<file path="config.mk">
export PLATFORM = sky130hd
export DESIGN_NAME = teng_stim_sequencer
export DESIGN_NICKNAME = d
export VERILOG_FILES = /design/src/rtl/teng_stim_sequencer.sv
export SDC_FILE = /design/constraint.sdc
export NUM_CORES = 1
export LEC_CHECK = 0
export CORE_MARGIN = 3
export CORE_UTILIZATION = 58
export DETAILED_ROUTE_END_ITERATION = 6
export GPL_ROUTABILITY_DRIVEN = 0
export MAX_ROUTING_LAYER = met4
export PLACE_DENSITY = 0.85
export SETUP_SLACK_MARGIN = 0.02
export SLEW_MARGIN = 20
export SYNTH_ARGS = -nofsm -noshare
export SYNTH_HDL_FRONTEND = slang
export SYNTH_SLANG_ARGS = --single-unit
</file>
<file path="constraint.sdc">
create_clock -name clk -period 3.6 [get_ports clk]
set_input_delay 0.72 -clock clk [delete_from_list [all_inputs] [get_ports clk]]
set_output_delay 0.72 -clock clk [all_outputs]
set_load 0.05 [all_outputs]
</file>
<file path="src/rtl/teng_stim_sequencer.sv">
`default_nettype none
// ============================================================================
//  Module      : teng_stim_sequencer
//  Description : Steps the TENG sine generator through a +sin / -sin / +sin
//                burst, holding each phase for L cycles, repeated N times.
//  Revision    : 1.0 - initial release
// ============================================================================

module teng_stim_sequencer #(
    parameter int CNT_W   = 16,
    parameter int BURST_W = 8
) (
    input  logic               clk,
    input  logic               rst,
    input  logic               start,
    input  logic               abort,
    input  logic [CNT_W-1:0]   phase_len,
    input  logic [BURST_W-1:0] num_bursts,
    output logic               busy,
    output logic               done,
    output logic               gen_en,
    output logic               polarity,
    output logic [1:0]         phase_idx,
    output logic [BURST_W-1:0] burst_cnt
);

    localparam logic [2:0] c_st_idle  = 3'd0;
    localparam logic [2:0] c_st_pos_a = 3'd1;
    localparam logic [2:0] c_st_neg   = 3'd2;
    localparam logic [2:0] c_st_pos_b = 3'd3;
    localparam logic [2:0] c_st_fin   = 3'd4;

    localparam logic [CNT_W-1:0]   c_cnt_one   = {{(CNT_W-1){1'b0}}, 1'b1};
    localparam logic [BURST_W-1:0] c_burst_one = {{(BURST_W-1){1'b0}}, 1'b1};

    logic [2:0]         r_state;
    logic [2:0]         w_state_nxt;
    logic [CNT_W-1:0]   r_phase_cnt;
    logic [CNT_W-1:0]   r_last_cnt;
    logic [BURST_W-1:0] r_num_bursts;
    logic [BURST_W-1:0] r_burst_cnt;

    logic w_run;
    logic w_phase_end;
    logic w_last_burst;
    logic w_accept;
    logic w_burst_adv;

    assign w_run        = (r_state == c_st_pos_a) || (r_state == c_st_neg) ||
                          (r_state == c_st_pos_b);
    assign w_phase_end  = (r_phase_cnt == r_last_cnt);
    // A run is only entered with r_num_bursts >= 1, so the subtraction is safe.
    assign w_last_burst = (r_burst_cnt == (r_num_bursts - c_burst_one));
    assign w_accept     = (r_state == c_st_idle) && start && !abort;
    assign w_burst_adv  = (r_state == c_st_pos_b) && !abort && w_phase_end &&
                          !w_last_burst;

    always_comb begin
        w_state_nxt = r_state;
        case (r_state)
            c_st_idle: begin
                if (w_accept) begin
                    w_state_nxt = (num_bursts == '0) ? c_st_fin : c_st_pos_a;
                end
            end
            c_st_pos_a: begin
                if (abort) begin
                    w_state_nxt = c_st_idle;
                end else if (w_phase_end) begin
                    w_state_nxt = c_st_neg;
                end
            end
            c_st_neg: begin
                if (abort) begin
                    w_state_nxt = c_st_idle;
                end else if (w_phase_end) begin
                    w_state_nxt = c_st_pos_b;
                end
            end
            c_st_pos_b: begin
                if (abort) begin
                    w_state_nxt = c_st_idle;
                end else if (w_phase_end) begin
                    w_state_nxt = w_last_burst ? c_st_fin : c_st_pos_a;
                end
            end
            c_st_fin: begin
                w_state_nxt = c_st_idle;
            end
            default: begin
                w_state_nxt = c_st_idle;
            end
        endcase
    end

    always_ff @(posedge clk) begin
        if (rst) begin
            r_state      <= c_st_idle;
            r_phase_cnt  <= '0;
            r_last_cnt   <= '0;
            r_num_bursts <= '0;
            r_burst_cnt  <= '0;
        end else begin
            r_state <= w_state_nxt;

            // Counter restarts on every phase entry, including POS_B -> POS_A.
            if (!w_run || (w_state_nxt != r_state)) begin
                r_phase_cnt <= '0;
            end else begin
                r_phase_cnt <= r_phase_cnt + c_cnt_one;
            end

            if (w_accept) begin
                r_last_cnt   <= (phase_len == '0) ? '0 : (phase_len - c_cnt_one);
                r_num_bursts <= num_bursts;
                r_burst_cnt  <= '0;
            end else if (w_burst_adv) begin
                r_burst_cnt <= r_burst_cnt + c_burst_one;
            end
        end
    end

    always_comb begin
        busy      = w_run;
        gen_en    = w_run;
        done      = (r_state == c_st_fin);
        polarity  = (r_state != c_st_neg);
        phase_idx = 2'd0;
        if (r_state == c_st_neg) begin
            phase_idx = 2'd1;
        end else if (r_state == c_st_pos_b) begin
            phase_idx = 2'd2;
        end
        burst_cnt = r_burst_cnt;
    end

endmodule

`default_nettype wire

</file>
== Word level (Yosys, flattened, before mapping) ==
Index checks and enable logic that the tools add are counted.
Word-level totals
  flip-flop bits (word level): 51
  bits of input ports: 28
  output and inout port bits: 14
  logic and storage cells: 46
Operators by class
  add/sub/neg operators: 4
  equality and inequality tests: 8
  muxes and demuxes: 13
  reduce and logical (&&, ||, !) cells: 16
Operators by type and width (number)
  $mux W3: 9
  $add A16 B1 Y16 const B: 1
  $eq A16 B16 Y1: 1
  $logic_not A16 Y1: 1
  $mux W16: 1
  $sub A16 B1 Y16 const B: 1
  $pmux W3 S4: 1
  $add A8 B1 Y8 const B: 1
  $eq A8 B8 Y1: 1
  $logic_not A8 Y1: 1
  $sub A8 B1 Y8 const B: 1
  $eq A3 B2 Y1 const B: 2
  $logic_and A1 B1 Y1: 5
  $mux W2: 2
  $reduce_or A2 Y1: 2
  $eq A3 B1 Y1 const B: 1
  $eq A3 B3 Y1 const B: 1
  $logic_not A1 Y1: 3
  $logic_not A3 Y1: 1
  $logic_or A1 B1 Y1: 3
  $ne A3 B2 Y1 const B: 1
  $ne A3 B3 Y1: 1

== Logic depth before layout (Yosys ltp) ==
Gate-level depths: netlist of run 1.
  depth after elaboration: 9
  gate-level depth with buffers: 9

== Least setup slack after synthesis of run 1 ==
Ideal clock, no wire load.
  kind: register to output
  start: register r_state[2]
  end: output port polarity
  data arrival time: 2348 ps
  required time: 2880 ps
  setup slack: 532 ps
  cell stages (with the launch flop): 4
  cells stage by stage: dfxtp_1 clkbuf_1 nor3b_1 inv_1
Between the ends
  longest elaborated chain between the ends: 1
RTL lines
  start, declared: RTL line 36  | logic [2:0] r_state;
  start signal, assigned: RTL line 98  | r_state <= c_st_idle;
  start signal, assigned: RTL line 104  | r_state <= w_state_nxt;
  $ne A3 B2 Y1: RTL line 127  | polarity = (r_state != c_st_neg);
  end, declared: RTL line 22  | output logic polarity,
Every way passes these cells.

== Worst setup path after layout of run 1 ==
  start: register r_state[2]
  end: output port phase_idx[0]
Between the ends
  longest elaborated chain between the ends: 2
RTL lines
  $eq A3 B2 Y1: RTL line 129  | if (r_state == c_st_neg) begin
  $mux W2: RTL line 129
  end, declared: RTL line 23  | output logic [1:0] phase_idx,
Every way passes these cells.

==> results of run 1 <==
==> metrics by stage <==
stage               utilization (%)  hold WS (ps)  total power [mW]  area (sq um)  cells
finish                         73.9           478              1.09          3330    430
global route                   73.9           502              1.13          3330    430
CTS                            73.9           483              1.10          3330    430
detailed placement             72.1           468             0.781          3250    423
global placement               72.1           460             0.775          3250    423
floorplan                         -           446             0.715          2810    338
==> power groups by stage <==
stage / logic [mW] / clock network [mW] / registers, mW
finish: 0.172 / 0.322 / 0.596
global route: 0.188 / 0.346 / 0.598
CTS: 0.173 / 0.327 / 0.596
detailed placement: 0.172 / 0 / 0.609
global placement: 0.167 / 0 / 0.608
floorplan: 0.111 / 0 / 0.604
==> kinds of logic after synthesis <==
kind of cell | share of synthesized area [%]
XOR/XNOR | 17.1
AO/OA/AOI/OAI | 9.43
flip-flops | 36.3
buffers and inverters | 3.69
AND/OR/NAND/NOR | 28.5
adder cells (fa/ha/maj) | 1.78
multiplexers | 3.20
==> layer usage <==
layer  track usage (%)  part of all wire, %
met5                 -                    0
met4              7.77                  1.0
met3              3.30                  2.7
met2              36.3                   46
met1              33.7                   51
==> worst max-delay path: stages (launching register included) <==
cell and delay, ps:
dfxtp_1 410, nor3b_1 400, clkdlybuf4s50_1 890
==> layout make-up <==
class	count	area share (%)
Inverter	8	0.902
Clock buffer	5	2.07
Multi-Input combinational cell	267	50.8
Tap cell	52	1.95
Sequential cell	51	30.7
Timing Repair Buffer	45	13.2
Clock inverter	2	0.414
==> worst paths after layout <==
kind | startpoint | end | cells past startpoint
max | r_state[2]$_SDFF_PP0_ | phase_idx[0] | 2
min | r_last_cnt[13]$_SDFFE_PP0P_ | r_last_cnt[13]$_SDFFE_PP0P_ | 2
max reg2reg | r_num_bursts[0]$_SDFFE_PP0P_ | r_phase_cnt[13]$_SDFF_PP0_ | 9
min reg2reg | r_last_cnt[13]$_SDFFE_PP0P_ | r_last_cnt[13]$_SDFFE_PP0P_ | 2
==> state kept, by name, summed over array words and instances, names as in the netlist <==
signal        cells
r_last_cnt       16
r_phase_cnt      16
burst_cnt         8
r_num_bursts      8
r_state           3
==> cell usage in the layout (no fill, tap or decap), drive strengths merged, types with 9 or more instances in the layout <==
master,synthesis,final
xnor2,40,40
mux2i,9,9
nand2,46,46
xor2,15,15
dfxtp,51,51
nor2,39,39
o21ai,20,20
a21oi,9,9
clkdlybuf4s50,0,41
nand3,15,15
nor3,9,9
==> results.md, run 1 <==
- Hold WC Path Type: reg2reg
- Die area: 5720 sq um
- DR vias: 2456
- Kind of end point of the critical path: primary output
- Input/output buffers: 41
- DP HPWL: 4660 microns
- NumNets Final: 410
- Rows: 24
- CTS buffer count: 5
- First-pass GRT wire length: 10300 microns
- Count of final hold-check violations: 0
- Vias in the first global route: 2245
- Worst-margin pin slew: 622 ps
- CP max FO: 9
- FFs w/ async S/R, synth: 0%
- Power Dens Cells: 328 nW/um^2
- Worst Skew: 6.08 ps
- GRT overflow: 0
- Post-CTS resize count: 0
- Seq pwr share: 54.7%
- Final ANT Viol Nets: 0
- Clock sink total: 51
- Clock Latency Late Sink: 310 ps
- Pleak: 1.22 nW
- Dominant cells by area after synthesis: dfxtp_1 (36%), xnor2_1 (12%), nand2_1 (6.0%)
- RSZ-0062 raised after global routing: no
- Synthesized flop and latch total: 51
- Clock power frac: 29.5%
- DR WL/cell: 14.3 microns
- WP data arrival: 2000 ps
- Comb pwr share: 15.8%
- Yosys cell types: 41
- CTS clk-pin slew, worst paths: 90 ps
- Slew headroom: 58.2%
- CP Launch Type: flop
- Core area: 4500 sq um
- Number of synthesized flops with an enable pin: 0
- Max cap viols: 0
- Cells after Synth: 338
- VDD IR-drop max: 0.249 mV
- NetSw: 0.295 mW
- Ant. Diodes: 0
- Routed wire length: 6140 microns
- Cell Area, Synth: 2810 sq um
- H-tree lvl count: 2
- Post-CTS Hold Fix Bufs: 0
- Run status: complete, no violations
- Reg2Reg Setup Slack: 1110 ps
- Synth Warn #: 0
- Die width: 75.7 microns
- Pre-CTS worst setup slack: 581 ps
- Final period util: 75.7%
- Area of the multi-input gates: 1690 sq um
- Area leader, netlist: dfxtp_1
- Post-CTS Setup Repair Bufs: 0
- Setup_tns: 0 ps
- Fin. max-slew vios: 0
- Largest net degree at the start of global routing: 19
- Count of final setup violators: 0
- Post-DR vias/cell: 5.71
- Chip height: 75.7 microns
- Layout Area Growth over Synthesis: 18.3%
- CTS root buffer: clkbuf_8
- DRC viols: 0
- Max clock buf depth: 2
- CTS tree: built
- Minimum clock period after layout: 2720 ps
- Critical Path RT: 2880 ps
- Most frequent cell after synthesis: dfxtp_1
- Sw Ratio: 27.1%
- Antenna violations before repair: 0
- Critical path class: reg2out
- Initial Util: 62.5%
- Post-Syn Nets: 370
- P_int: 0.795 mW
- Post-synth top cells: dfxtp_1 (51), nand2_1 (45), xnor2_1 (40)
- Storage element area: 1020 sq um
- Fmax: 0.367 GHz
- Post-synthesis sequential area ratio: 36.3%
- Dominant synthesized flop cell: dfxtp_1
- Share of the synthesized area in the top cell type: 36.3%
- Initial DRC count: 216
- Fill cells: 338
- Drt pass-1 iters: 4
- # IOs: 42
- Ratio of cells with drive above 1 in the final layout: 4.76%
- Synthesized area per cell: 8.33 sq um
- Tot GR Track Use: 24.2%
- Setup ws final: 877 ps
No activity file was read; power rests on OpenSTA's default activity.
==> inputs of run 2 (changes only) <==
Settings changed: CORE_UTILIZATION 58 to 49, PLACE_DENSITY 0.85 to 0.76.
Clock period 3.6 ns to 2.2 ns, I/O delays scaled along.
==> run 2 against run 1 <==
Combinational power increased by 100%. Final area rose by 13%. Via count increased by 7.2%. Worst hold slack improved by 4.2 ps. Power is 84% higher. Sequential power is 63% higher. Die area grew 17%. Largest power group unchanged.
==> results.md, run 2 (synthesis gave the netlist of run 1 again) <==
- Run status: complete, no violations
- Most common cell after layout, fill and taps aside: dfxtp_1
- Setup_tns: 0 ps (unchanged)
- DP HPWL: 4960 microns (+6.5%)
- FF-to-FF path depth: 9 (unchanged)
- Pleak: 1.46 nW (+20%)
- Antenna violations before repair: 0 (unchanged)
- Ratio of cells with drive above 1 in the final layout: 18.1% (+13 points)
- Ant. Diodes: 0 (unchanged)
- Critical path class: reg2reg
- DR WL/cell: 14.8 microns (+3.8%)
- Finished Core Util: 70.5% (-3.4 points)
- RSZ-0062 raised after global routing: yes
- GRT overflow: 0 (unchanged)
- Tot GR Track Use: 21.5% (-2.7 points)
- DRC viols: 0 (unchanged)
- Critical R2R Capture: burst_cnt[3]$_SDFFE_PP0P_
- Clock Latency Late Sink: 310 ps (about the same)
- Final ANT Viol Nets: 0 (unchanged)
- Initial DRC count: 130 (-40%)
- Fmax: 0.470 GHz
- CP max stage delay: 510 ps (-380 ps)
- Initial Util: 52.7% (-9.7 points)
- Worst hold path startpoint: r_last_cnt[9]$_SDFFE_PP0P_
- Post-DR vias/cell: 5.51 (-3.6%)
- Reg2Reg Setup Slack: 70 ps (-1040 ps)
- VDD IR-drop max: 0.347 mV (+39%)
- Slew headroom: 66.2% (+8.0 points)
- Fin Hold WS: 482 ps (+4.22 ps)
- Biggest regs: r_last_cnt x16, r_phase_cnt x16
- CTS buffer count: 5 (unchanged)
- Commonest non-fill, non-tap cells in the layout: dfxtp_1 (47), nand2_1 (45), xnor2_1 (38)
- Final period util: 96.7%
- Max clock buf depth: 2 (unchanged)
- First-pass GRT wire length: 10800 microns (+5.4%)
- Final Power: 2.01 mW (+84%)
- Routed wire length: 7090 microns (+15%)
- Hold WC Path Type: reg2reg
- Chip height: 81.8 microns (+8.1%)
- Worst Skew: 7.20 ps (+1.12 ps)
- DR vias: 2633 (+7.2%)
- CTS clk-pin slew, worst paths: 90 ps (about the same)
- WHS Path Cells: 2 (unchanged)
- CTS tree: built
- Input/output buffers: 41 (unchanged)
- Minimum clock period after layout: 2130 ps
- CP max FO: 6 (-3)
- Clock sink total: 51 (unchanged)
- Layout Area Growth over Synthesis: 33.6%
- Drt pass-1 iters: 4 (unchanged)
- CTS root buffer: clkbuf_8
- Vias in the first global route: 2409 (+7.3%)
- Die width: 81.8 microns (+8.1%)
- # IOs: 42 (unchanged)
- Kind of end point of the critical path: flop
- Fin. max-slew vios: 0 (unchanged)
- NumNets Final: 439 (+7.1%)
- Largest net degree at the start of global routing: 19 (unchanged)
- Count of final setup violators: 0 (unchanged)
- Count of final hold-check violations: 0 (unchanged)
- Post-CTS Hold Fix Bufs: 0 (unchanged)
- CP Launch Type: flop
- Rows: 26 (+8.3%)
- Power Dens Cells: 534 nW/um^2 (+63%)
- Worst R2R Start: r_num_bursts[2]$_SDFFE_PP0P_
- Core area: 5340 sq um (+18%)
- Worst path cell trace: buf_4, nor2_1, nand3b_1, xnor2_2, nor4_4, buf_6, clkbuf_16, or4_4, a21oi_2
- Crit-path slowest cell: or4_4
- Max cap viols: 0 (unchanged)
- Critical Path RT: 2440 ps (-440 ps)
- Die area: 6690 sq um (+17%)
- Worst Hold End: r_last_cnt[9]$_SDFFE_PP0P_
- Worst-margin pin slew: 504 ps (-118 ps)
- WP data arrival: 2370 ps (+370 ps)
- H-tree lvl count: 2 (unchanged)
## run 2: critical path: cells and delay by family, from the launching register on
| kind | cells | cell delay (ps) |
|---|---|---|
| AO/OA/AOI/OAI | 1 | 130 |
| flip-flops | 1 | 350 |
| AND/OR/NAND/NOR | 4 | 910 |
| XOR/XNOR | 1 | 220 |
| buffers and inverters | 3 | 450 |
## run 2: routing by layer
layer  share of wire [%]  track usage, %  vias to the layer above
met5                   0               -                        -
met4                 2.8            8.31                        0
met3                 3.2            2.63                       19
met2                  46            34.0                       66
met1                  48            27.9                     1233
li1                    -               -                     1315
## run 2: area by class of cell
class	instances	area, sq um
Fill cell	434	1580
Clock inverter	2	35.0
Clock buffer	6	82.6
Sequential cell	51	1030
Timing Repair Buffer	73	702
Multi-Input combinational cell	268	1800
Inverter	8	30.0
Tap cell	70	87.6
## run 2: where the power goes
| part | internal, mW | switching [mW] | total, mW |
|---|---|---|---|
| sequential | 0.949 | 0.0247 | 0.974 |
| combinational | 0.172 | 0.174 | 0.346 |
| clock | 0.368 | 0.319 | 0.688 |
| total | 1.49 | 0.518 | 2.01 |
## run 2: how the worst max path moves through the flow
stage                                             from                           to  slack [ps]
after floorplan              burst_cnt[6]$_SDFFE_PP0P_        r_state[0]$_SDFF_PP0_          40
after global placement                    phase_len[5]  r_last_cnt[14]$_SDFFE_PP0P_        -190
after detailed placement                  phase_len[5]   r_last_cnt[4]$_SDFFE_PP0P_        -250
after CTS                 r_num_bursts[1]$_SDFFE_PP0P_    r_phase_cnt[0]$_SDFF_PP0_          20
after global routing                      phase_len[5]  r_last_cnt[15]$_SDFFE_PP0P_         -30
final                     r_num_bursts[2]$_SDFFE_PP0P_    burst_cnt[3]$_SDFFE_PP0P_          70
## run 2: what timing repair did
action | CTS | global route
endpoints found under the setup margin | 0 | 39
gates resized for setup | 0 | 24
setup buffers | 0 | 2
## run 2: metrics by stage
step	worst slack (ps)	cells	area, sq um
final	73.1	478	3760
after global routing	-35.0	478	3760
after CTS	24.2	473	3580
after detailed placement	-247	465	3470
after global placement	-192	465	3470
after floorplan	38.5	338	2820
